## config.mk

```make
export PLATFORM = sky130hd
export DESIGN_NAME = div_ctrl
export DESIGN_NICKNAME = d
export VERILOG_FILES = /design/src/rtl/div_ctrl.sv
export SDC_FILE = /design/constraint.sdc
export NUM_CORES = 1
export LEC_CHECK = 0
export ABC_AREA = 1
export CAP_MARGIN = 20
export CORE_ASPECT_RATIO = 1.75
export CORE_MARGIN = 2
export CORE_UTILIZATION = 51
export CTS_CLUSTER_DIAMETER = 30
export DETAILED_ROUTE_END_ITERATION = 10
export HOLD_SLACK_MARGIN = 0.12
export PLACE_DENSITY = 0.73
export REMOVE_ABC_BUFFERS = 1
export SYNTH_ARGS = -nofsm -noshare
export SYNTH_HDL_FRONTEND = slang
export SYNTH_SLANG_ARGS = --single-unit
```

## constraint.sdc

```tcl
create_clock -name clk -period 2.35 [get_ports clk]
set_input_delay 0.47 -clock clk [delete_from_list [all_inputs] [get_ports clk]]
set_output_delay 0.47 -clock clk [all_outputs]
set_load 0.02 [all_outputs]
```

## src/rtl/div_ctrl.sv

```systemverilog
// Run-time clock divider controller: 50%-duty clkout plus tick enable, glitch-free
// start/stop and handshaked period reprogramming. Optional status ports: DIV_CTRL_STATUS_EN.
module div_ctrl #(
  parameter int unsigned CNT_W    = 32,
  parameter int unsigned DEF_HALF = 100000
) (
  input  logic             clk,
  input  logic             rst,
  input  logic             en,
  input  logic             cfg_valid,
  input  logic [CNT_W-1:0] cfg_half,
  output logic             cfg_ready,
  output logic             cfg_err,
  output logic             clkout,
  output logic             tick,
  output logic             busy
`ifdef DIV_CTRL_STATUS_EN
  , output logic [15:0]      per_cnt
  , output logic [CNT_W-1:0] cnt_out
`endif
);

  // state | meaning
  // IDLE  | stopped, clkout held low, counter cleared, cfg writes half directly
  // RUN   | counting with half_q, cfg accepted into pend_q
  // PEND  | counting with half_q, pend_q applied at the next falling toggle
  typedef enum logic [1:0] {
    ST_IDLE = 2'd0,
    ST_RUN  = 2'd1,
    ST_PEND = 2'd2
  } state_t;

  localparam logic [CNT_W-1:0] DEF_HALF_C = CNT_W'(DEF_HALF);
  localparam logic [CNT_W-1:0] ONE_C      = CNT_W'(1);

  state_t           state_q, state_d;
  logic [CNT_W-1:0] cnt_q, cnt_d;
  logic [CNT_W-1:0] half_q, half_d;
  logic [CNT_W-1:0] pend_q, pend_d;
  logic             clkout_q, clkout_d;
  logic             tick_q, tick_d;
  logic             ready_q, ready_d;
  logic             err_q, err_d;
  logic             busy_q, busy_d;

  logic             accept;
  logic             acc_ok;
  logic             wrap;
  logic             pend_now;
  logic [CNT_W-1:0] new_pend;

  assign accept = cfg_valid && ready_q;
  assign acc_ok = accept && (cfg_half != '0);
  assign wrap   = (cnt_q == (half_q - ONE_C));

  always_comb begin
    state_d  = state_q;
    cnt_d    = cnt_q;
    half_d   = half_q;
    pend_d   = pend_q;
    clkout_d = clkout_q;
    tick_d   = 1'b0;
    err_d    = accept && (cfg_half == '0);
    pend_now = 1'b0;
    new_pend = pend_q;

    case (state_q)
      ST_IDLE: begin
        cnt_d    = '0;
        clkout_d = 1'b0;
        if (acc_ok) half_d = cfg_half;
        if (en) state_d = ST_RUN;
      end
      ST_RUN, ST_PEND: begin
        // A config accepted this cycle counts as pending for the stop/apply rules below.
        pend_now = (state_q == ST_PEND) || acc_ok;
        if (acc_ok) begin
          new_pend = cfg_half;
          pend_d   = cfg_half;
          state_d  = ST_PEND;
        end
        if (!en && !clkout_q) begin
          state_d = ST_IDLE;
          cnt_d   = '0;
          if (pend_now) half_d = new_pend;
        end else if (wrap) begin
          cnt_d    = '0;
          clkout_d = ~clkout_q;
          tick_d   = ~clkout_q;
          if (clkout_q) begin
            if (pend_now) half_d = new_pend;
            state_d = en ? ST_RUN : ST_IDLE;
          end
        end else begin
          cnt_d = cnt_q + ONE_C;
        end
      end
      default: begin
        state_d  = ST_IDLE;
        cnt_d    = '0;
        clkout_d = 1'b0;
      end
    endcase

    ready_d = (state_d != ST_PEND);
    busy_d  = (state_d != ST_IDLE);
  end

  always_ff @(posedge clk or negedge rst) begin
    if (!rst) begin
      state_q  <= ST_IDLE;
      cnt_q    <= '0;
      half_q   <= DEF_HALF_C;
      pend_q   <= '0;
      clkout_q <= 1'b0;
      tick_q   <= 1'b0;
      ready_q  <= 1'b1;
      err_q    <= 1'b0;
      busy_q   <= 1'b0;
    end else begin
      state_q  <= state_d;
      cnt_q    <= cnt_d;
      half_q   <= half_d;
      pend_q   <= pend_d;
      clkout_q <= clkout_d;
      tick_q   <= tick_d;
      ready_q  <= ready_d;
      err_q    <= err_d;
      busy_q   <= busy_d;
    end
  end

  assign cfg_ready = ready_q;
  assign cfg_err   = err_q;
  assign clkout    = clkout_q;
  assign tick      = tick_q;
  assign busy      = busy_q;

`ifdef DIV_CTRL_STATUS_EN
  logic [15:0] per_q;

  always_ff @(posedge clk or negedge rst) begin
    if (!rst) begin
      per_q <= '0;
    end else if (clkout_q && !clkout_d) begin
      per_q <= per_q + 16'd1;
    end
  end

  assign per_cnt = per_q;
  assign cnt_out = cnt_q;
`endif

endmodule

```

==> out/qor.yml <==
cts:
  cts_tree: "yes"
  clockBufferDepth: 2
  h-tree-depth: 3
  numCtsBuffers: 9
  clkTransAtPathRegs_ns: 0.07
  root_buffer: "clkbuf_16"
  cts.sinks: 103
  clkLatencyLatePin_ns: 0.35
final_layout:
  antenna_cells: 0
  multi_input_area_um2: 3790
  final_area_um2: 9080
  finalCoreUtilization_pct: 70.5
  register_area_um2: 2590
  finalNetCount: 1182
  synthToLayoutAreaGrowth_pct: 36.0
  drive_gt1_share_pct: 23.3
  n_fill_cell: 1054
  final_cells: 1317
pwr:
  clockPowerShare_pct: 12.0
  p_leak_nw: 4.35
  power.net_switching_w: 0.00572
  p_int_w: 0.00646
  ir_drop_v: 0.000786
  p_per_area_nw_per_um2: 1340
  finalPower_w: 0.0122
  seqPwrFrac_pct: 24.0
  sw_frac_of_total_pct: 46.9
  comb_power_share_pct: 64.0
route:
  drc_errors: 0
  wl_um: 20500
  drtAntennaViolNets: 0
  viasPerCell: 5.36
  avgRoutedWirePerCell_um: 15.6
  drtIter0Drc: 380
  vias: 7059
  first_pass_iters: 5
timing:
  final-setup-viol-count: 67
  fin_crit_ns: 2.65
  rsz0062_at_grt: "yes"
  hold_violations: 0
  worst_pin_slew_ns: 0.800
  layout_setup_ws_ns: -0.298
  holdWs_ns: 0.511
  slew_headroom_pct: 46.7
  fin_worst_skew_ns: 0.00959
  finalCritPeriodShare_pct: 113
  maxSlewViolCount: 0
  fmax_mhz: 378
setup_path:
  critPathMaxFanout: 5
  reg2reg_depth: 16
  cp_data_required_time_ns: 2.63
  critPathArrivalTime_ns: 2.93
  r2r-start: "half_q[1]"
  critical_path.startpoint: "half_q[1]"
  rr_endpoint: "half_q[29]"
  critPathCapture: "half_q[29]"
  crit_path_start_kind: "flop"
  ff2ff_setup_slack_ns: -0.30
  endpoint_kind: "flop"
  worstSetupPathType: "flop to flop"
outcome:
  status: "complete, but fails checks"
  violations: "setup timing"
placed_design:
  gp_congestion: 0.942
  io_buffer_count: 40
  detailed_place_hpwl_um: 14100
  placed_area_um2: 8080
  dp_cells: 1269
global_route:
  grt_overflow: 0
  grt_pass1_vias: 7016
  grt_start_max_net_pins: 61
  antenna_found_initial: 0
  globalRouteTotalUtil_pct: 29.0
  grt_pass1_wl_um: 32800
logic_synthesis:
  synth-seq-area-share_pct: 38.8
  avgSynthCellArea_um2: 6.89
  synth-seq-cells: 103
  ys_types: 36
  synthCells: 969
  syn_area_um2: 6670
  ys_warn_count: 0
die:
  start_util_pct: 51.9
  design.die.area_um2: 14100
  die_width_um: 90.5
  num_io_pins: 41
  placementRows: 55
  core_um2: 12900
  die_h_um: 155
job:
  maxCapViolations: 0
worst_hold_path:
  hold_class: "flop to flop"
-- worst min path at each step --
stage / startpoint / end / slack, ns / depth (start not counted)
floorplan: rst / busy / 0.17 / 0
global placement: rst / cfg_err / 0.44 / 1
detailed placement: rst / cfg_err / 0.44 / 1
CTS: half_q[16] / half_q[16] / 0.50 / 2
global route: half_q[16] / half_q[16] / 0.53 / 2
finish: half_q[16] / half_q[16] / 0.51 / 2
-- critical path, stage by stage (launching register included) --
cell and delay [ns]:
dfrtp_1 0.43, nor2_2 0.19, nand2_2 0.12, nor2_4 0.23, nand2_4 0.10, nor2_1 0.22
nor2_1 0.09, a21oi_1 0.12, nand2_1 0.08, nor2_2 0.09, nand3_2 0.13, nand2_4 0.11
nand2_8 0.07, buf_12 0.17, nor2_4 0.24, nand2_1 0.10, o21ai_1 0.08
-- state kept, by name, indices dropped and copies added, names as in the netlist --
name       count
busy           1
tick           1
half_q        32
cnt_q         32
pend_q        32
clkout         1
cfg_err        1
state_q        2
cfg_ready      1
-- cell type report --
| class | count | area share (%) |
|---|---|---|
| multi-input cells | 705 | 41.8 |
| flip-flops and latches | 103 | 28.5 |
| repair buffers | 187 | 18.6 |
| inverters | 135 | 5.58 |
| clock buffers | 10 | 2.52 |
| well taps | 171 | 2.36 |
| clock inverters | 6 | 0.607 |
-- Yosys cell counts, drive strengths merged --
cell | instances | share of area, %
clkbuf | 23 | 1.3
a21oi | 41 | 3.1
a31oi | 1 | 0.094
clkinv | 1 | 0.056
nand2b | 1 | 0.094
o21bai | 5 | 0.56
dfrtp | 96 | 36
a21boi | 1 | 0.11
o21ai | 141 | 11
nor3 | 15 | 1.4
ha | 5 | 0.94
dfstp | 7 | 2.8
nand3 | 42 | 3.2
and2 | 1 | 0.094
nor4 | 5 | 0.47
nand2 | 225 | 13
nor2 | 137 | 8.4
xor2 | 35 | 4.6
nor3b | 4 | 0.45
or2 | 2 | 0.19
xnor2 | 17 | 2.2
nand4 | 20 | 1.9
nand3b | 2 | 0.22
buf | 8 | 0.99
inv | 134 | 7.5
-- kinds of logic after synthesis --
| group | Yosys count | share of synthesized area (%) |
|---|---|---|
| simple gates | 454 | 29.2 |
| fa+ha+maj | 5 | 0.937 |
| buf+inv | 166 | 9.88 |
| compound gates | 189 | 14.4 |
| xor+xnor | 52 | 6.82 |
| flops | 103 | 38.8 |
-- routing by layer --
metal,track usage (%),up-vias,routed length [µm]
met4,17.9,0,1200
met5,0,-,0
li1,-,3433,-
met1,32.2,3330,7760
met2,52.6,219,10800
met3,2.95,77,713
-- power by group through the flow --
stage / sequential (W) / combinational [W] / clock (W)
2_1_floorplan: 0.00281 / 0.00358 / 0
3_3_place_gp: 0.00286 / 0.00571 / 0
3_5_place_dp: 0.00288 / 0.00582 / 0
4_1_cts: 0.00285 / 0.00716 / 0.00147
5_1_grt: 0.00298 / 0.00857 / 0.00153
6_report: 0.00292 / 0.00780 / 0.00145
-- through the flow --
stage          TNS [ns]  setup WS [ns]
2_1_floorplan    -33.88         -0.797
3_3_place_gp     -25.39         -0.449
3_5_place_dp     -25.75         -0.471
4_1_cts           -8.34         -0.204
5_1_grt          -23.54         -0.469
6_report         -11.99         -0.298
-- timing repair --
action,CTS,global route
hold endpoints to repair,27,0
resized for setup,50,73
endpoints found under the setup margin,68,102
hold buffers,1,0
buffers inserted,18,5
gates cloned,8,1
pin swaps,30,30
-- cells in the final DEF (no fill, tap or decap), types with 3 or more instances in the layout --
| cell type | Yosys | routed |
|---|---|---|
| nor3b_1 | 4 | 4 |
| inv_2 | 0 | 4 |
| nand2_1 | 222 | 200 |
| buf_12 | 0 | 6 |
| clkbuf_16 | 0 | 10 |
| nor2_2 | 11 | 21 |
| nor3_2 | 1 | 3 |
| nor2_4 | 0 | 12 |
| o21ai_2 | 0 | 16 |
| nand3_2 | 1 | 4 |
| clkdlybuf4s50_1 | 0 | 39 |
| nand3_1 | 41 | 36 |
| dfstp_2 | 7 | 7 |
| nor4_1 | 5 | 4 |
| o21ai_0 | 129 | 104 |
| nor2_1 | 125 | 108 |
| buf_6 | 4 | 8 |
| a21oi_1 | 41 | 40 |
| xor2_1 | 35 | 35 |
| nand2_2 | 2 | 22 |
| buf_4 | 1 | 129 |
| inv_1 | 134 | 130 |
| o21bai_1 | 5 | 5 |
| dfrtp_1 | 96 | 94 |
| nand4_1 | 20 | 20 |
| o21ai_1 | 12 | 19 |
| ha_1 | 5 | 4 |
| xnor2_1 | 17 | 17 |
| nor3_1 | 13 | 11 |
Note: power is estimated with default switching activity, not from simulation.
